## config.mk

```make
export PLATFORM = sky130hd
export DESIGN_NAME = lime_out_port
export DESIGN_NICKNAME = d
export VERILOG_FILES = /design/src/rtl/lime_io_pkg.sv /design/src/rtl/lime_fifo_ctrl.sv /design/src/rtl/lime_out_port.sv
export SDC_FILE = /design/constraint.sdc
export NUM_CORES = 1
export LEC_CHECK = 0
export ABC_AREA = 1
export CORE_ASPECT_RATIO = 1.75
export CORE_MARGIN = 3
export CORE_UTILIZATION = 50
export CTS_CLUSTER_DIAMETER = 50
export DETAILED_ROUTE_END_ITERATION = 12
export PLACE_DENSITY = 0.72
export SLEW_MARGIN = 20
export SYNTH_ARGS = -nofsm -noshare
export SYNTH_HDL_FRONTEND = slang
export SYNTH_SLANG_ARGS = --single-unit
export TNS_END_PERCENT = 30
```

## constraint.sdc

```tcl
create_clock -name CLK -period 2.8 [get_ports CLK]
set_input_delay 0.28 -clock CLK [delete_from_list [all_inputs] [get_ports CLK]]
set_output_delay 0.28 -clock CLK [all_outputs]
set_load 0.01 [all_outputs]
```

## src/rtl/lime_io_pkg.sv

```systemverilog
// -----------------------------------------------------------------------------
// lime_io_pkg
// Shared definitions for the Lime 16-bit core output path. The core, the
// output-port stage and the bench all import this package so that the word
// width and buffer depth are defined in exactly one place.
//   LIME_DATA_W    : width of a processor output word
//   LIME_OUT_DEPTH : number of entries in the output-port FIFO (power of two)
//   clog2()        : ceiling log2, usable in constant expressions
// -----------------------------------------------------------------------------
package lime_io_pkg;

  localparam int LIME_DATA_W    = 32'sd16;
  localparam int LIME_OUT_DEPTH = 32'sd4;

  // Ceiling log2; returns 0 for values of 1 or less.
  function automatic int clog2(input int value);
    int r;
    r = 32'sd0;
    while ((32'sd1 <<< r) < value) begin
      r = r + 32'sd1;
    end
    return r;
  endfunction

endpackage

```

## src/rtl/lime_fifo_ctrl.sv

```systemverilog
// -----------------------------------------------------------------------------
// lime_fifo_ctrl
// Pointer / occupancy controller for the Lime output-port FIFO. Qualifies the
// raw write strobe and host handshake into push/pop and keeps the read and
// write pointers and the occupancy count. Storage lives in the parent.
// Ports:
//   clk, rst_n   : clock, asynchronous active-low reset
//   out_we       : core write strobe (raw, before qualification)
//   host_ready   : host accepts the head entry this cycle
//   push, pop    : qualified FIFO operations for this cycle
//   wr_ptr       : tail index (next slot to write)
//   rd_ptr       : head index
//   count        : occupancy 0..DEPTH
//   full, empty  : occupancy flags
// -----------------------------------------------------------------------------
module lime_fifo_ctrl
  import lime_io_pkg::*;
#(
  parameter  int DEPTH = LIME_OUT_DEPTH,
  localparam int AW    = clog2(DEPTH)
) (
  input  logic          clk,
  input  logic          rst_n,
  input  logic          out_we,
  input  logic          host_ready,
  output logic          push,
  output logic          pop,
  output logic [AW-1:0] wr_ptr,
  output logic [AW-1:0] rd_ptr,
  output logic [AW:0]   count,
  output logic          full,
  output logic          empty
);

  logic [AW-1:0] wr_ptr_r;
  logic [AW-1:0] rd_ptr_r;
  logic [AW:0]   count_r;
  logic          full_s;
  logic          empty_s;
  logic          push_s;
  logic          pop_s;

  assign full_s  = (count_r == (AW+1)'(DEPTH));
  assign empty_s = (count_r == (AW+1)'(0));
  assign pop_s   = ~empty_s & host_ready;
  // A pop in the same cycle frees the slot, so a full FIFO can still accept.
  assign push_s  = out_we & (~full_s | pop_s);

  // Pointer and occupancy state; pointers wrap naturally as DEPTH is a power of two.
  always_ff @(posedge clk or negedge rst_n) begin
    if (!rst_n) begin
      wr_ptr_r <= AW'(0);
      rd_ptr_r <= AW'(0);
      count_r  <= (AW+1)'(0);
    end else begin
      if (push_s) begin
        wr_ptr_r <= wr_ptr_r + AW'(1);
      end else begin
        wr_ptr_r <= wr_ptr_r;
      end
      if (pop_s) begin
        rd_ptr_r <= rd_ptr_r + AW'(1);
      end else begin
        rd_ptr_r <= rd_ptr_r;
      end
      case ({push_s, pop_s})
        2'b10:   count_r <= count_r + (AW+1)'(1);
        2'b01:   count_r <= count_r - (AW+1)'(1);
        default: count_r <= count_r;
      endcase
    end
  end

  assign push   = push_s;
  assign pop    = pop_s;
  assign wr_ptr = wr_ptr_r;
  assign rd_ptr = rd_ptr_r;
  assign count  = count_r;
  assign full   = full_s;
  assign empty  = empty_s;

endmodule

```

## src/rtl/lime_out_port.sv

```systemverilog
// -----------------------------------------------------------------------------
// lime_out_port
// Output-port stage behind the Lime core. Every core output write is mirrored
// in last_out and buffered in a small FIFO that a host drains over a
// valid/ready handshake.
// Build option: LIME_OUT_STALL_EN
//   undefined : writes arriving while full (and not popping) are dropped and
//               the sticky ovf flag is raised; cpu_stall does not exist.
//   defined   : cpu_stall back-pressures the core instead; nothing is dropped
//               and ovf is tied low.
// Ports:
//   CLK, RST_N  : clock, asynchronous active-low reset
//   out_we      : core output-write strobe
//   out_data    : core output value, sampled when out_we=1
//   last_out    : most recent value written by the core
//   host_valid  : FIFO head valid
//   host_data   : FIFO head word (0 when empty)
//   host_ready  : host accepts head this cycle
//   count       : occupancy 0..DEPTH
//   full        : count == DEPTH
//   ovf         : sticky overflow flag
//   ovf_clr     : clears ovf (a coincident overflow wins)
//   cpu_stall   : stall request to the core (LIME_OUT_STALL_EN only)
// -----------------------------------------------------------------------------
module lime_out_port
  import lime_io_pkg::*;
#(
  parameter  int DATA_W = LIME_DATA_W,
  parameter  int DEPTH  = LIME_OUT_DEPTH,
  localparam int AW     = clog2(DEPTH)
) (
  input  logic              CLK,
  input  logic              RST_N,
  input  logic              out_we,
  input  logic [DATA_W-1:0] out_data,
  output logic [DATA_W-1:0] last_out,
  output logic              host_valid,
  output logic [DATA_W-1:0] host_data,
  input  logic              host_ready,
  output logic [AW:0]       count,
  output logic              full,
  output logic              ovf,
  input  logic              ovf_clr
`ifdef LIME_OUT_STALL_EN
  ,
  output logic              cpu_stall
`endif
);

  logic              push_s;
  logic              pop_s;
  logic [AW-1:0]     wr_ptr_s;
  logic [AW-1:0]     rd_ptr_s;
  logic [AW:0]       count_s;
  logic              full_s;
  logic              empty_s;
  logic [DATA_W-1:0] mem_r [DEPTH];
  logic [DATA_W-1:0] last_out_r;

  lime_fifo_ctrl #(
    .DEPTH (DEPTH)
  ) u_fifo_ctrl (
    .clk        (CLK),
    .rst_n      (RST_N),
    .out_we     (out_we),
    .host_ready (host_ready),
    .push       (push_s),
    .pop        (pop_s),
    .wr_ptr     (wr_ptr_s),
    .rd_ptr     (rd_ptr_s),
    .count      (count_s),
    .full       (full_s),
    .empty      (empty_s)
  );

  // FIFO storage; the tail slot is written on each qualified push.
  always_ff @(posedge CLK or negedge RST_N) begin
    if (!RST_N) begin
      for (int i = 0; i < DEPTH; i++) begin
        mem_r[i] <= {DATA_W{1'b0}};
      end
    end else if (push_s) begin
      mem_r[wr_ptr_s] <= out_data;
    end else begin
      mem_r[wr_ptr_s] <= mem_r[wr_ptr_s];
    end
  end

  // Mirror of the core's latest output, including writes the FIFO rejected.
  always_ff @(posedge CLK or negedge RST_N) begin
    if (!RST_N) begin
      last_out_r <= {DATA_W{1'b0}};
    end else if (out_we) begin
      last_out_r <= out_data;
    end else begin
      last_out_r <= last_out_r;
    end
  end

`ifdef LIME_OUT_STALL_EN
  // Back-pressure replaces dropping, so the overflow flag can never fire.
  logic unused_ovf_clr_s;
  assign unused_ovf_clr_s = ovf_clr;
  assign cpu_stall        = full_s & ~pop_s;
  assign ovf              = 1'b0;
`else
  logic overflow_s;
  logic ovf_r;

  assign overflow_s = out_we & full_s & ~pop_s;

  // Sticky overflow flag; a new overflow takes priority over a clear.
  always_ff @(posedge CLK or negedge RST_N) begin
    if (!RST_N) begin
      ovf_r <= 1'b0;
    end else if (overflow_s) begin
      ovf_r <= 1'b1;
    end else if (ovf_clr) begin
      ovf_r <= 1'b0;
    end else begin
      ovf_r <= ovf_r;
    end
  end

  assign ovf = ovf_r;
`endif

  assign last_out   = last_out_r;
  assign host_valid = ~empty_s;
  // Head is forced to zero when empty so stale storage never leaks out.
  assign host_data  = empty_s ? {DATA_W{1'b0}} : mem_r[rd_ptr_s];
  assign count      = count_s;
  assign full       = full_s;

endmodule

```

* Word-level counts from Yosys, hierarchy flattened
Index checks and enable logic that the tools add are counted.
Operators by class: add/subtract/negate cells 4, magnitude comparators 3, equal/unequal tests 3, muxes and demuxes 15, bitwise gates (word level) 10, reductions and logical operators 4
Operators with widths (count):
- 64-bit bitwise mux | 2
- 16-bit 2-to-1 mux | 6
- 16-bit binary-select mux with 2-bit select | 2
- 64-bit 2-to-1 mux | 1
- 16-bit demux with 2-bit select | 1
- 3-bit >= comparator, second input constant | 2
- 2-bit inverter with 3-bit output | 2
- 3-bit one-hot mux with 2 select lines | 1
- 2-bit by 1-bit adder with 2-bit output, second input constant | 2
- 1-bit bitwise AND | 4
- 2-bit nonzero test | 2
- 3-bit by 1-bit adder with 3-bit output, second input constant | 1
- 3-bit == test, second input constant | 1
- 3-bit logical NOT | 1
- 3-bit by 1-bit less-than comparator with 1-bit output, second input constant | 1
- 1-bit inverter | 3
- 3-bit by 1-bit subtractor with 3-bit output, second input constant | 1
- 2-bit by 1-bit == test with 1-bit output, second input constant | 1
- 2-bit == test, second input constant | 1
- 1-bit 2-to-1 mux | 2
- 1-bit logical AND | 1
- 1-bit bitwise OR | 1
Storage, ports and cells: bits in registers 88, output and inout port bits 38, word-level logic and storage cells 48

* Depth between registers and ports, before layout
Gate-level depths: netlist (run 1).
word-level depth 7, mapped depth 10, depth with buffers taken out 10

* Hierarchy
A second synthesis (run 1) with hierarchy kept.
Second synthesis, totals: cells, all modules 613, area total of the unflattened synthesis 4775.8 µm²
Modules (own cells, without submodules):
- lime_out_port | times used 1, cells each 557, area an instance 4364.2 µm², sequential area each 2026.9 µm²
- lime_fifo_ctrl | times used 1, cells each 56, area an instance 411.6 µm², sequential area each 175.2 µm²

* Worst setup path after synthesis (run 1)
OpenSTA, ideal clock, no wires.
kind flip-flop to flip-flop, start reg u_fifo_ctrl.count_r[0] (netlist: u_fifo_ctrl.count[0]), end reg u_fifo_ctrl.count_r[2] (netlist: u_fifo_ctrl.count[2]), library setup time 0.131 ns, data arrival time 1.897 ns, data required time 2.669 ns, setup slack 0.772 ns, stages on the path, launching flop included 11, period minus slack after synthesis 2.028 ns, cells stage by stage dfrtp_1 nor2_2 nand3_2 nand2_2 buf_2 ha_1 inv_1 fa_1 a21oi_1 o21ai_0 xor2_1
Between the ends: word-level cells in the longest chain between the ends 7, elaborated cells between the ends (all ways) 13, classes of those cells add/sub: 2; eq/ne: 3; mux: 1; bitwise: 5; reduce/logical: 2
Ends and longest elaborated chain:
- start, declared | line lime_fifo_ctrl.sv:37 | logic [AW:0] count_r;
- start signal, assigned | line lime_fifo_ctrl.sv:54 | count_r <= (AW+1)'(0);
- start signal, assigned | line lime_fifo_ctrl.sv:67 | 2'b10: count_r <= count_r + (AW+1)'(1);
- start signal, assigned | line lime_fifo_ctrl.sv:68 | 2'b01: count_r <= count_r - (AW+1)'(1);
- 3-bit logical NOT | line lime_fifo_ctrl.sv:44 | assign empty_s = (count_r == (AW+1)'(0));
- 1-bit inverter | line lime_fifo_ctrl.sv:45 | assign pop_s = ~empty_s & host_ready;
- 1-bit bitwise AND | line lime_fifo_ctrl.sv:45
- 1-bit bitwise OR | line lime_fifo_ctrl.sv:47 | assign push_s = out_we & (~full_s | pop_s);
- 1-bit bitwise AND | line lime_fifo_ctrl.sv:47
- 2-bit by 1-bit == test with 1-bit output or 2-bit == test (tied branches) | line lime_fifo_ctrl.sv:66 | case ({push_s, pop_s})
- 3-bit one-hot mux with 2 select lines or 2-bit nonzero test (tied branches)
Several ways; a longest one is shown, not always the timed one. A chain may end at the register's enable or synchronous reset.

* Worst setup path after layout (run 1)
start reg u_fifo_ctrl.rd_ptr_r[0] (netlist: u_fifo_ctrl.rd_ptr[0]), end out host_data[8]
Between the ends: word-level cells in the longest chain between the ends 5
Ends and longest elaborated chain:
- start, declared | line lime_fifo_ctrl.sv:36 | logic [AW-1:0] rd_ptr_r;
- start signal, assigned | line lime_fifo_ctrl.sv:62 | rd_ptr_r <= rd_ptr_r + AW'(1);
- start signal, assigned | line lime_fifo_ctrl.sv:64 | rd_ptr_r <= rd_ptr_r;
- 2-bit inverter with 3-bit output (implied by the code) | line lime_out_port.sv:131 | assign host_data = empty_s ? {DATA_W{1'b0}} : mem_r[rd_ptr_s];
- 16-bit binary-select mux with 2-bit select | line lime_out_port.sv:131
- 16-bit 2-to-1 mux (implied by the code) (2 in a row) | line lime_out_port.sv:131
- 16-bit 2-to-1 mux | line lime_out_port.sv:131
- end, declared | line lime_out_port.sv:38 | output logic [DATA_W-1:0] host_data,
No other way between the ends. The select of a mux whose other input is x is not followed.

==> results of run 1 <==
## layout by cell type (no fill, tap or decap)
master / instances
sky130_fd_sc_hd__nand2_1: 195
sky130_fd_sc_hd__nand3_1: 160
sky130_fd_sc_hd__dfrtp_1: 88
sky130_fd_sc_hd__inv_1: 78
sky130_fd_sc_hd__nand4_1: 64
sky130_fd_sc_hd__clkdlybuf4s50_1: 56
sky130_fd_sc_hd__a21oi_1: 50
sky130_fd_sc_hd__o21ai_0: 34
sky130_fd_sc_hd__buf_4: 18
sky130_fd_sc_hd__clkbuf_16: 9
sky130_fd_sc_hd__ha_1: 5
sky130_fd_sc_hd__nor2_1: 4
sky130_fd_sc_hd__xor2_1: 3
sky130_fd_sc_hd__clkinv_4: 3
sky130_fd_sc_hd__inv_2: 2
sky130_fd_sc_hd__buf_12: 2
sky130_fd_sc_hd__nor2_2: 1
sky130_fd_sc_hd__nor3_1: 1
sky130_fd_sc_hd__nand3_2: 1
sky130_fd_sc_hd__nand2_2: 1
sky130_fd_sc_hd__clkinv_1: 1
sky130_fd_sc_hd__xnor2_1: 1
sky130_fd_sc_hd__o22ai_1: 1
sky130_fd_sc_hd__fa_1: 1
sky130_fd_sc_hd__clkinvlp_4: 1
sky130_fd_sc_hd__bufinv_16: 1
sky130_fd_sc_hd__clkbuf_8: 1
sky130_fd_sc_hd__clkinv_2: 1
sky130_fd_sc_hd__buf_2: 1
## power groups by stage
stage | registers, mW | clock network, mW | logic [mW]
final | 2.18 | 1.25 | 4.57
after global routing | 2.26 | 1.32 | 5.05
after CTS | 2.18 | 1.26 | 4.52
after detailed placement | 2.20 | 0 | 4.49
after global placement | 2.18 | 0 | 4.41
after floorplan | 2.09 | 0 | 2.99
## worst min path at each step
stage | to | cells past startpoint
finish | mem_r[36] | 1
global route | mem_r[36] | 1
CTS | mem_r[36] | 1
detailed placement | mem_r[36] | 1
global placement | mem_r[36] | 1
floorplan | last_out[0] | 0
## worst register-to-register path, stage by stage, from the launching register on
cell and delay (ns):
sky130_fd_sc_hd__dfrtp_1 0.60, sky130_fd_sc_hd__inv_2 0.22, sky130_fd_sc_hd__ha_1 0.26, sky130_fd_sc_hd__inv_1 0.58, sky130_fd_sc_hd__nand2_1 0.13, sky130_fd_sc_hd__nand3_1 0.12
## through the flow
step	setup WS (ns)	std cells	power, mW	area [um2]
after detailed placement	0.721	895	6.69	5930
after floorplan	0.772	756	5.09	5330
after global routing	0.283	911	8.63	6230
final	0.444	911	8.00	6230
after CTS	0.439	911	7.96	6230
after global placement	0.753	895	6.59	5930
## logic make-up after synthesis
kind of cell / count (synthesis)
simple gates: 427
buf+inv: 146
flops: 88
compound gates: 85
fa+ha+maj: 6
xor+xnor: 4
## sequential cells by signal, summed over array words and instances (netlist names)
signal              cells
ovf                     1
last_out               16
u_fifo_ctrl.rd_ptr      2
mem_r                  64
u_fifo_ctrl.count       3
u_fifo_ctrl.wr_ptr      2
## synthesized netlist by cell type, types with 2 or more instances
cell type,count
sky130_fd_sc_hd__a21oi_1,50
sky130_fd_sc_hd__buf_1,8
sky130_fd_sc_hd__buf_2,24
sky130_fd_sc_hd__buf_4,2
sky130_fd_sc_hd__buf_6,3
sky130_fd_sc_hd__clkbuf_1,27
sky130_fd_sc_hd__dfrtp_1,88
sky130_fd_sc_hd__ha_1,5
sky130_fd_sc_hd__inv_1,78
sky130_fd_sc_hd__inv_2,2
sky130_fd_sc_hd__nand2_1,195
sky130_fd_sc_hd__nand3_1,160
sky130_fd_sc_hd__nand4_1,64
sky130_fd_sc_hd__nor2_1,4
sky130_fd_sc_hd__o21ai_0,34
sky130_fd_sc_hd__xor2_1,3
## layout make-up
class	count	share of cell area
Clock inverter	6	0.0110
Sequential cell	88	0.353
Timing Repair Buffer	77	0.119
Tap cell	127	0.0255
Multi-Input combinational cell	522	0.404
Clock buffer	10	0.0383
Inverter	81	0.0488
## metal layers
layer	part of all wire	vias up	global-route usage	routed length, um
met2	0.49	309	0.461	8030
met4	0.042	0	0.136	693
met5	0	-	0	0
met1	0.39	2590	0.354	6350
met3	0.078	56	0.0423	1270
li1	-	2572	-	-
==> out/results.md, run 1 <==
| Group | Metric | This run |
|:---|:---|:---|
| outcome | Status | completed |
| yosys | Number of distinct library cells after synthesis | 25 |
| sta | Tmin final | 2.36 ns |
| layout | Final core area utilization | 0.602 |
| worst setup path | Setup crit end kind | primary output |
| flow run | Max Cap Viol | 0 |
| sta | Worst hold margin | 0.0220 ns |
| power | Power per cell area | 1280 nW/um2 |
| clocking | TritonCTS clock tree | done |
| worst setup path | Critical path endpoint | host_data[8] |
| floorplan | Num rows | 49 |
| detailed routing | Violation count after the first detailed-route iteration | 677 |
| sta | Slew of the pin with the lowest slew margin | 0.822 ns |
| worst setup path | Sort of element at the start of the critical path | flip-flop |
| yosys | Sequential element share of the synthesized area | 0.413 |
| detailed routing | DRT Wirelength | 16,400 um |
| worst setup path | Crit path max fanout | 21 |
| placed design | Total of buffers placed on input and output ports | 58 |
| grt | Largest net degree at the start of global routing | 68 |
| grt | Initial antenna violation count | 0 |
| grt | GRT Resource Usage Total | 0.279 |
| sta | Maximum operating frequency | 424 MHz |
| layout | Number of diodes added for antenna fixing | 0 |
| yosys | Fraction of synthesized cell area taken by the top area cell type | 0.413 |
| floorplan | Io pins | 59 |
| worst setup path | Worst Setup Path Type | reg2out |
| sta | Total count of max-transition violations in the final report | 0 |
| sta | Fraction of the cycle the final worst path needs | 0.842 |
| yosys | Simple-gate portion of the synthesized area | 0.371 |
| floorplan | Placeable core region | 10,400 um2 |
| yosys | Ranking of synthesized cells by area | sky130_fd_sc_hd__dfrtp_1, sky130_fd_sc_hd__nand3_1, sky130_fd_sc_hd__nand2_1 |
| layout | Share of final-layout standard cells stronger than drive strength 1 | 0.0536 |
| worst setup path | Cell at the slowest stage of the critical path | sky130_fd_sc_hd__clkdlybuf4s50_1 |
| detailed routing | Vias post-DR | 5,527 |
| yosys | Number of flops mapped to enable cells by yosys | 0 |
| clocking | Root buffer selected by CTS | sky130_fd_sc_hd__clkbuf_16 |
| yosys | Area fraction in compound gates after synthesis | 0.0800 |
| worst setup path | Signal arrival time at the worst endpoint | 2.08 ns |
| placed design | Half-perimeter wire length of the detailed placement result | 10,100 um |
| yosys | Yosys top cell by area | sky130_fd_sc_hd__dfrtp_1 |
| clocking | Post-cts hold buffer count | 0 |
| layout | Fill count | 951 |
| yosys | Synth async-reset ratio | 1.00 |
| clocking | Deepest clock path buffer count | 2 |
| yosys | Main combinational cell family by area after synthesis | simple AND/OR/NAND/NOR gates |
| sta | Clock tree skew after final layout | 0.00562 ns |
| detailed routing | Iteration count of the initial detailed-routing pass | 5 |
| sta | Setup violation total in the final timing report | 0 |
| power | Clock network fraction of design power | 0.156 |
| worst setup path | Crit Reg-Reg Endpoint | mem_r[58] |
| floorplan | Die Wd | 84.1 um |
| layout | FF/Latch Area | 2200 um2 |
| worst setup path | Max incr delay on CP | 0.55 ns |
| layout | Synthesis-to-layout area growth | 16.9% |
| clocking | Clock sink total | 88 |
| yosys | Number of cells produced by synthesis | 756 |
| sta | RSZ-0062 raised after global routing | no |
| clocking | Clock latency reported for the late side of the worst-skew pair | 0.34 ns |
| worst setup path | CP Buf/Inv Count | 3 |
| power | Internal power | 4.23 mW |
| grt | Grt ovf | 0 |
| detailed routing | Routed wire per std cell | 18.0 um |
| power | Sequential fraction of design power | 0.273 |
| yosys | Synth warnings | 0 |
| yosys | Average footprint of a synthesized cell | 7.05 um2 |
| yosys | Synth Register Bits | 88 |
| clocking | Postcts setup bufs | 0 |
| power | Static Leak | 3.02 nW |
| sta | Slew headroom | 0.452 |
| yosys | Post-synthesis mux area share | 0 |
| yosys | Synthesized area | 5330 um2 |
| clocking | Resized Gates After CTS | 0 |
| worst setup path | Top Family by Delay on Critical Path | buffers and inverters |
| grt | Global-route wire length before repair | 26,900 um |
| clocking | Clock transition at the register clock pins on the worst setup and hold paths after CTS | 0.06 ns |
| layout | Number of nets in the layout | 806 |
| worst hold path | Class of the tightest hold or removal check | in2async |
| layout | Total area of multi-input combinational cells | 2520 um2 |
| clocking | H-tree depth | 3 |
| clocking | Number of buffers created by CTS | 9 |
| yosys | Synthesized Nets | 783 |
| power | Gate power share | 0.571 |
| worst setup path | Worst setup path startpoint | u_fifo_ctrl.rd_ptr[0] |
| worst setup path | Endpoint required time on the critical path | 2.52 ns |
| worst setup path | Depth of the most critical reg-to-reg path | 5 |
| floorplan | Initial Util | 0.515 |
| yosys | Fraction of the mapped netlist area in adder cells | 0.0155 |
| worst setup path | Launching point of the worst reg2reg path | u_fifo_ctrl.wr_ptr[0] |
| floorplan | Floorplan die height | 143 um |
| detailed routing | Post-route DRC | 0 |
| yosys | Most frequently used flop master after synthesis | sky130_fd_sc_hd__dfrtp_1 |
| detailed routing | Post-DR vias/cell | 6.07 |
| worst setup path | Reg-to-reg slack, setup | 0.83 ns |
| power | Maximum ir drop on the vdd rail | 0.595 mV |
| sta | Fin. Hold Viols | 0 |
| grt | Via count of the first global-routing pass | 5,273 |
| worst setup path | Critical Path, Cell by Cell | inv_1 -> buf_12 -> o21ai_0 -> a21oi_1 -> clkdlybuf4s50_1 |
| yosys | Xor/xnor share of the synthesized area | 0.00657 |
| placed design | Final weighted congestion in routability-driven placement | 0.880 |
| sta | Final total negative setup slack | 0 ns |
| worst setup path | Crit. path cell count | 5 |
| floorplan | Die Footprint | 12,000 um2 |
| power | P_sw | 3.77 mW |
| power | Switching Fraction | 0.471 |
| detailed routing | Count of nets left with antenna violations after detail routing | 0 |
(Power assumes the default switching activity.)
==> run 2, diff against run 1 <==
--- a/config.mk
+++ b/config.mk
@@ -11,7 +11,7 @@
 export CORE_UTILIZATION = 50
 export CTS_CLUSTER_DIAMETER = 50
 export DETAILED_ROUTE_END_ITERATION = 12
-export PLACE_DENSITY = 0.72
+export PLACE_DENSITY = 0.75
 export SLEW_MARGIN = 20
 export SYNTH_ARGS = -nofsm -noshare
 export SYNTH_HDL_FRONTEND = slang
==> constraint.sdc (replaced) <==
create_clock -name CLK -period 2.1 [get_ports CLK]
set_input_delay 0.21 -clock CLK [delete_from_list [all_inputs] [get_ports CLK]]
set_output_delay 0.21 -clock CLK [all_outputs]
set_load 0.01 [all_outputs]
==> out/results.md, run 2 (synthesized netlist as in run 1, its figures left out) <==
| Group | Metric | This run | Change |
|:---|:---|:---|:---|
| outcome | Status | completed |  |
| layout | Number of diodes added for antenna fixing | 0 | unchanged |
| sta | RSZ-0062 raised after global routing | yes |  |
| grt | Via count of the first global-routing pass | 5,509 | +4.5% |
| power | Maximum ir drop on the vdd rail | 0.828 mV | +39% |
| worst setup path | Endpoint required time on the critical path | 1.89 ns | -0.63 ns |
| clocking | H-tree depth | 3 | unchanged |
| floorplan | Num rows | 49 | unchanged |
| layout | Most flops, register | mem_r |  |
| worst setup path | Crit path max fanout | 16 | -24% |
| detailed routing | Count of nets left with antenna violations after detail routing | 0 | unchanged |
| flow run | Max Cap Viol | 0 | unchanged |
| clocking | Clock latency reported for the late side of the worst-skew pair | 0.34 ns | about the same |
| clocking | TritonCTS clock tree | done |  |
| sta | Final setup slack of the worst path | 0.0813 ns | -0.362 ns |
| placed design | Pre-CTS setup slack | 0.0817 ns | -0.640 ns |
| layout | Fill count | 941 | -1.1% |
| power | Sequential fraction of design power | 0.270 | -0.003 |
| layout | Most common library cell in the layout ignoring fill and taps | sky130_fd_sc_hd__nand2_1 |  |
| grt | Initial antenna violation count | 0 | unchanged |
| detailed routing | Routed wire per std cell | 18.1 um | +1.0% |
| power | Switching Fraction | 0.469 | -0.00250 |
| power | Static Leak | 3.21 nW | +6.2% |
| sta | Setup violation total in the final timing report | 0 | unchanged |
| worst setup path | Setup crit end kind | primary output |  |
| clocking | Root buffer selected by CTS | sky130_fd_sc_hd__clkbuf_16 |  |
| worst setup path | Sort of element at the start of the critical path | flip-flop |  |
| layout | Synthesis-to-layout area growth | 19.5% |  |
| detailed routing | Iteration count of the initial detailed-routing pass | 6 | +1 |
| placed design | Half-perimeter wire length of the detailed placement result | 10,800 um | +7.5% |
| sta | Worst hold margin | 0.370 ns | +0.348 ns |
| worst setup path | Signal arrival time at the worst endpoint | 1.81 ns | -0.27 ns |
| sta | Tmin final | 2.02 ns |  |
| floorplan | Io pins | 59 | unchanged |
| detailed routing | Vias post-DR | 5,719 | +3.5% |
| detailed routing | DRT Wirelength | 16,800 um | +3.0% |
| clocking | Deepest clock path buffer count | 2 | unchanged |
| sta | Maximum operating frequency | 495 MHz |  |
| floorplan | Floorplan die height | 143 um | unchanged |
| layout | Number of nets in the layout | 825 | +2.4% |
| grt | Global-route wire length before repair | 27,000 um | +0.36% |
| grt | GRT Resource Usage Total | 0.282 | +0.00368 |
| power | Power per cell area | 1700 nW/um2 | +32% |
| placed design | Total of buffers placed on input and output ports | 58 | unchanged |
| clocking | Clock transition at the register clock pins on the worst setup and hold paths after CTS | 0.06 ns | about the same |
| layout | Max FFs per register | 64 | unchanged |
| placed design | Final weighted congestion in routability-driven placement | 0.935 | +6.3% |
| power | Gate power share | 0.575 | +0.004 |
| worst setup path | Worst Setup Path Type | reg2out |  |
| layout | Final core area utilization | 0.615 | +0.0133 |
| floorplan | Placeable core region | 10,400 um2 | unchanged |
| sta | Fin. Hold Viols | 0 | unchanged |
| layout | Share of final-layout standard cells stronger than drive strength 1 | 0.0810 | +0.0275 |
| clocking | Number of buffers created by CTS | 9 | unchanged |
| floorplan | Die Footprint | 12,000 um2 | unchanged |
| floorplan | Die Wd | 84.1 um | unchanged |
| layout | Final cell count without fillers | 929 | +2.0% |
| floorplan | Initial Util | 0.515 | unchanged |
| sta | Slew of the pin with the lowest slew margin | 0.767 ns | -0.0549 ns |
| worst hold path | Class of the tightest hold or removal check | in2async |  |
| layout | Most frequent cells in the layout | sky130_fd_sc_hd__nand2_1, sky130_fd_sc_hd__nand3_1, sky130_fd_sc_hd__dfrtp_1 |  |
| clocking | Clock sink total | 88 | unchanged |
| power | Internal power | 5.75 mW | +36% |
| sta | Clock tree skew after final layout | 0.00723 ns | +0.00161 ns |
| detailed routing | Post-DR vias/cell | 6.16 | +1.5% |
| placed design | Cell count after placement | 906 | +1.2% |
| power | P_sw | 5.07 mW | +35% |
| detailed routing | Violation count after the first detailed-route iteration | 614 | -9.3% |
| power | Clock network fraction of design power | 0.155 | about the same |
| sta | Fraction of the cycle the final worst path needs | 0.961 |  |
| detailed routing | Post-route DRC | 0 | unchanged |
| power | Overall power after layout | 10.8 mW | +35% |
| grt | Largest net degree at the start of global routing | 68 | unchanged |
| sta | Total count of max-transition violations in the final report | 0 | unchanged |
| grt | Grt ovf | 0 | unchanged |
| sta | Slew headroom | 0.488 | +0.0360 |
run 2: metrics by stage:
stage                     instance area [um2]  setup TNS, ns
after floorplan                          5330              0
after global placement                   6000              0
after detailed placement                 6000              0
after CTS                                6340          -1.46
after global routing                     6370        -0.0134
final                                    6370              0
run 2: repair_timing:
item | 4_1_cts | 5_1_grt
pin swaps | 0 | 1
resized for setup | 9 | 20
setup endpoints to repair | 16 | 11
endpoints found under the hold margin | 32 | 0
hold buffers | 1 | 0
setup buffers | 5 | 2
gates cloned | 0 | 0
run 2: routing by layer:
layer	wire length, um	share of wire	track usage	vias to the layer above
li1	-	-	-	2606
met1	6220	0.37	0.332	2704
met2	8710	0.52	0.502	339
met3	1260	0.075	0.0348	70
met4	660	0.039	0.142	0
met5	0	0	0	-
run 2: final cells by class:
type,count,area [um2],share of cell area
timing repair buffer,96,872,0.137
clock inverter,4,70.1,0.0110
clock buffer,11,233,0.0365
multi-input combinational,522,2520,0.396
sequential,88,2200,0.346
tap,127,159,0.0249
inverter,81,312,0.0489
run 2: worst paths after layout:
path / start / end / slack (ns) / depth (start not counted)
worst max-delay path: u_fifo_ctrl.rd_ptr[0] / host_data[12] / 0.08 / 6
worst min-delay path: RST_N / mem_r[63] / 0.37 / 2
worst min register to register: last_out[0] / last_out[0] / 0.48 / 2
max in group asynchronous: RST_N / u_fifo_ctrl.rd_ptr[1] / 1.05 / 3
min in group CLK: out_we / u_fifo_ctrl.count[0] / 0.38 / 4
worst max register to register: u_fifo_ctrl.count[2] / u_fifo_ctrl.count[2] / 0.20 / 10
run 2: worst max-delay path, stage by stage, from the launching register on:
cell,delay (ns)
sky130_fd_sc_hd__dfrtp_1,0.43
sky130_fd_sc_hd__buf_4,0.15
sky130_fd_sc_hd__buf_4,0.19
sky130_fd_sc_hd__a21oi_1,0.15
sky130_fd_sc_hd__o21ai_0,0.11
sky130_fd_sc_hd__a21oi_1,0.15
sky130_fd_sc_hd__dlygate4sd2_1,0.28
run 2: power groups by stage:
stage	Combinational, mW	Clock, mW	Sequential, mW
detailed placement	6.14	0	2.92
floorplan	3.99	0	2.79
finish	6.22	1.68	2.93
global route	6.87	1.75	3.00
CTS	6.15	1.69	2.90
global placement	5.95	0	2.90
==> run 3, diff against run 2 <==
--- a/config.mk
+++ b/config.mk
@@ -5,13 +5,12 @@
 export SDC_FILE = /design/constraint.sdc
 export NUM_CORES = 1
 export LEC_CHECK = 0
-export ABC_AREA = 1
 export CORE_ASPECT_RATIO = 1.75
 export CORE_MARGIN = 3
 export CORE_UTILIZATION = 50
 export CTS_CLUSTER_DIAMETER = 50
 export DETAILED_ROUTE_END_ITERATION = 12
-export PLACE_DENSITY = 0.75
+export PLACE_DENSITY = 0.76
 export SLEW_MARGIN = 20
 export SYNTH_ARGS = -nofsm -noshare
 export SYNTH_HDL_FRONTEND = slang
==> out/results.md, run 3 <==
| Group | Metric | This run | Change |
|:---|:---|:---|:---|
| outcome | Status | finished, violations left |  |
| outcome | Violated checks | setup timing |  |
| worst setup path | Signal arrival time at the worst endpoint | 2.04 ns | +0.23 ns |
| layout | Most common library cell in the layout ignoring fill and taps | sky130_fd_sc_hd__dfrtp_1 |  |
| worst hold path | Class of the tightest hold or removal check | in2async |  |
| power | Maximum ir drop on the vdd rail | 0.902 mV | +8.9% |
| yosys | Average footprint of a synthesized cell | 12.1 um2 | +72% |
| yosys | Fraction of synthesized cell area taken by the top area cell type | 0.488 | +0.0750 |
| yosys | Most frequently used cell type in the post-synthesis netlist | sky130_fd_sc_hd__dfrtp_1 |  |
| worst setup path | Crit path max fanout | 18 | +2 |
| layout | Final instance area | 5680 um2 | -11% |
| yosys | Yosys top cell by area | sky130_fd_sc_hd__dfrtp_1 |  |
| grt | Global-route wire length before repair | 17,600 um | -35% |
| placed design | Total of buffers placed on input and output ports | 58 | unchanged |
| worst setup path | Launching point of the worst reg2reg path | u_fifo_ctrl.count[1] |  |
| worst setup path | Worst setup path startpoint | u_fifo_ctrl.count[0] |  |
| sta | Final setup slack of the worst path | -0.149 ns | -0.230 ns |
| floorplan | Placeable core region | 8730 um2 | -16% |
| detailed routing | Count of nets left with antenna violations after detail routing | 0 | unchanged |
| placed design | Half-perimeter wire length of the detailed placement result | 7400 um | -32% |
| yosys | Synth warnings | 0 | unchanged |
| floorplan | Num rows | 45 | -8.2% |
| grt | Initial antenna violation count | 0 | unchanged |
| detailed routing | Post-route DRC | 0 | unchanged |
| worst setup path | Critical Path, Cell by Cell | or3_2 -> buf_6 -> and2_1 -> clkdlybuf4s50_1 |  |
| detailed routing | Vias post-DR | 3,364 | -41% |
| worst setup path | Depth of the most critical reg-to-reg path | 8 | -2 |
| worst setup path | Worst Setup Path Type | reg2out |  |
| clocking | TritonCTS clock tree | done |  |
| floorplan | Die Footprint | 10,200 um2 | -15% |
| power | Power per cell area | 1680 nW/um2 | -1.1% |
| clocking | Clock transition at the register clock pins on the worst setup and hold paths after CTS | 0.06 ns | about the same |
| yosys | Synth Register Bits | 88 | unchanged |
| grt | GRT Resource Usage Total | 0.221 | -0.0608 |
| sta | Fin. Hold Viols | 0 | unchanged |
| yosys | Sequential element share of the synthesized area | 0.488 | +0.0750 |
| detailed routing | Post-DR vias/cell | 5.93 | -3.6% |
| layout | Fill count | 671 | -29% |
| yosys | Most instantiated cells after synthesis | sky130_fd_sc_hd__dfrtp_1, sky130_fd_sc_hd__nor2_1, sky130_fd_sc_hd__a31oi_1 |  |
| floorplan | Die Wd | 77.8 um | -7.4% |
| clocking | Root buffer selected by CTS | sky130_fd_sc_hd__clkbuf_16 |  |
| placed design | Instance area at placement | 5360 um2 | -11% |
| sta | Fraction of the cycle the final worst path needs | 1.07 | +0.110 |
| detailed routing | Violation count after the first detailed-route iteration | 258 | -58% |
| yosys | Number of flops mapped to enable cells by yosys | 0 | unchanged |
| sta | Final total negative setup slack | -0.297 ns | -0.297 ns |
| power | Static Leak | 2.24 nW | -30% |
| grt | Via count of the first global-routing pass | 3,433 | -38% |
| layout | Synthesis-to-layout area growth | 25.8% |  |
| yosys | Number of cells produced by synthesis | 372 | -51% |
| sta | Tmin final | 2.25 ns | +0.230 ns |
| sta | Total count of max-transition violations in the final report | 0 | unchanged |
| sta | Clock tree skew after final layout | 0.00828 ns | +0.00105 ns |
| yosys | Number of distinct library cells after synthesis | 29 | +16% |
| yosys | Synth async-reset ratio | 1.00 | unchanged |
| clocking | Clock latency reported for the late side of the worst-skew pair | 0.34 ns | about the same |
| floorplan | Io pins | 59 | unchanged |
| clocking | Clock sink total | 88 | unchanged |
| clocking | Deepest clock path buffer count | 2 | unchanged |
| layout | Share of final-layout standard cells stronger than drive strength 1 | 0.282 | +0.201 |
| worst setup path | Reg-to-reg slack, setup | 0 ns | -0.20 ns |
| sta | Slew headroom | 0.641 | +0.153 |
| detailed routing | Routed wire per std cell | 18.7 um | +3.1% |
| worst setup path | Critical path endpoint | host_data[8] |  |
| worst setup path | Crit Reg-Reg Endpoint | u_fifo_ctrl.count[2] |  |
| clocking | Number of buffers created by CTS | 9 | unchanged |
| yosys | Synthesized area | 4510 um2 | -15% |
| floorplan | Initial Util | 0.517 | +0.00244 |
| placed design | Final weighted congestion in routability-driven placement | 0.785 | -16% |
| layout | Most flops, register | mem_r |  |
| clocking | H-tree depth | 3 | unchanged |
| sta | Slew of the pin with the lowest slew margin | 0.538 ns | -0.229 ns |
| sta | Setup violation total in the final timing report | 2 | +2 |
| sta | Maximum operating frequency | 445 MHz | -10% |
| yosys | Most frequently used flop master after synthesis | sky130_fd_sc_hd__dfrtp_1 |  |
| sta | RSZ-0062 raised after global routing | yes |  |
| detailed routing | Iteration count of the initial detailed-routing pass | 4 | -2 |
| sta | Worst hold margin | 0.386 ns | +0.0165 ns |
| layout | Number of nets in the layout | 472 | -43% |
| layout | Number of diodes added for antenna fixing | 0 | unchanged |
| grt | Largest net degree at the start of global routing | 41 | -40% |
| worst setup path | Max incr delay on CP | 0.51 ns | +0.08 ns |
| worst setup path | Sort of element at the start of the critical path | flip-flop |  |
| worst setup path | Cell at the slowest stage of the critical path | sky130_fd_sc_hd__or3_2 |  |
| yosys | Synthesized Nets | 399 | -49% |
| placed design | Pre-CTS setup slack | -0.229 ns | -0.311 ns |
| flow run | Max Cap Viol | 0 | unchanged |
| worst setup path | Endpoint required time on the critical path | 1.89 ns | about the same |
| detailed routing | DRT Wirelength | 10,600 um | -37% |
| layout | Max FFs per register | 64 | unchanged |
| grt | Grt ovf | 0 | unchanged |
| yosys | Ranking of synthesized cells by area | sky130_fd_sc_hd__dfrtp_1, sky130_fd_sc_hd__mux4_2, sky130_fd_sc_hd__a31oi_1 |  |
| power | Overall power after layout | 9.54 mW | -12% |
| layout | Most frequent cells in the layout | sky130_fd_sc_hd__dfrtp_1, sky130_fd_sc_hd__nor2_1, sky130_fd_sc_hd__a31oi_1 |  |
| worst setup path | Setup crit end kind | primary output |  |
| floorplan | Floorplan die height | 132 um | -7.7% |
-- run 3: worst min path at each step --
stage                     start          end  cells past startpoint
after global routing      RST_N    mem_r[44]                      2
final                     RST_N    mem_r[12]                      2
after floorplan           RST_N  last_out[0]                      0
after CTS                 RST_N    mem_r[44]                      2
after detailed placement  RST_N    mem_r[44]                      1
after global placement    RST_N    mem_r[44]                      1
-- run 3: per-layer routing --
layer | routed length [um] | global-route usage
met2 | 5670 | 0.364
met4 | 226 | 0.101
met5 | 0 | 0
met1 | 4170 | 0.287
met3 | 530 | 0.0329
-- run 3: cells by family (layout without fill, tap and decap cells) --
logic type	Yosys count	count (layout)	share of synthesized area
DFF	88	88	0.488
and+or+nand+nor	104	104	0.120
adders and majority gates	6	6	0.0183
xor gates and xnor gates	6	6	0.0116
buffers and inverters	37	115	0.0419
AOI/OAI and AO/OA	81	81	0.116
muxes	50	50	0.204
-- run 3: metrics by stage --
| stage | std cells | utilization |
|---|---|---|
| after global routing | 567 | 0.651 |
| final | 567 | 0.651 |
| after CTS | 567 | 0.650 |
| after floorplan | 372 | - |
| after detailed placement | 548 | 0.614 |
| after global placement | 548 | 0.614 |
-- run 3: repair_timing --
item	CTS	global route
endpoints found under the hold margin	36	0
gates resized for setup	25	5
hold buffers	1	0
setup endpoints to repair	18	14
setup buffers	2	0
-- run 3: area by class of cell --
class	instances	area, um2	area share
sequential	88	2210	0.388
inverter	7	26.3	0.00463
tap	117	146	0.0258
clock buffer	15	288	0.0507
timing repair buffer	92	867	0.153
clock inverter	1	8.76	0.00154
multi-input combinational	247	2140	0.376
-- run 3: power by group --
part,internal (mW),switching [mW],total [mW],leakage (nW)
Sequential,2.43,0.552,2.98,0.971
Combinational,2.65,2.36,5.01,1.12
Clock,0.934,0.616,1.55,0.146
-- run 3: worst max-delay path: cells and delay by family (launching register included) --
family / cells / cell delay (ns)
and+or+nand+nor: 2 / 0.65
buffers and inverters: 2 / 0.65
DFF: 1 / 0.42
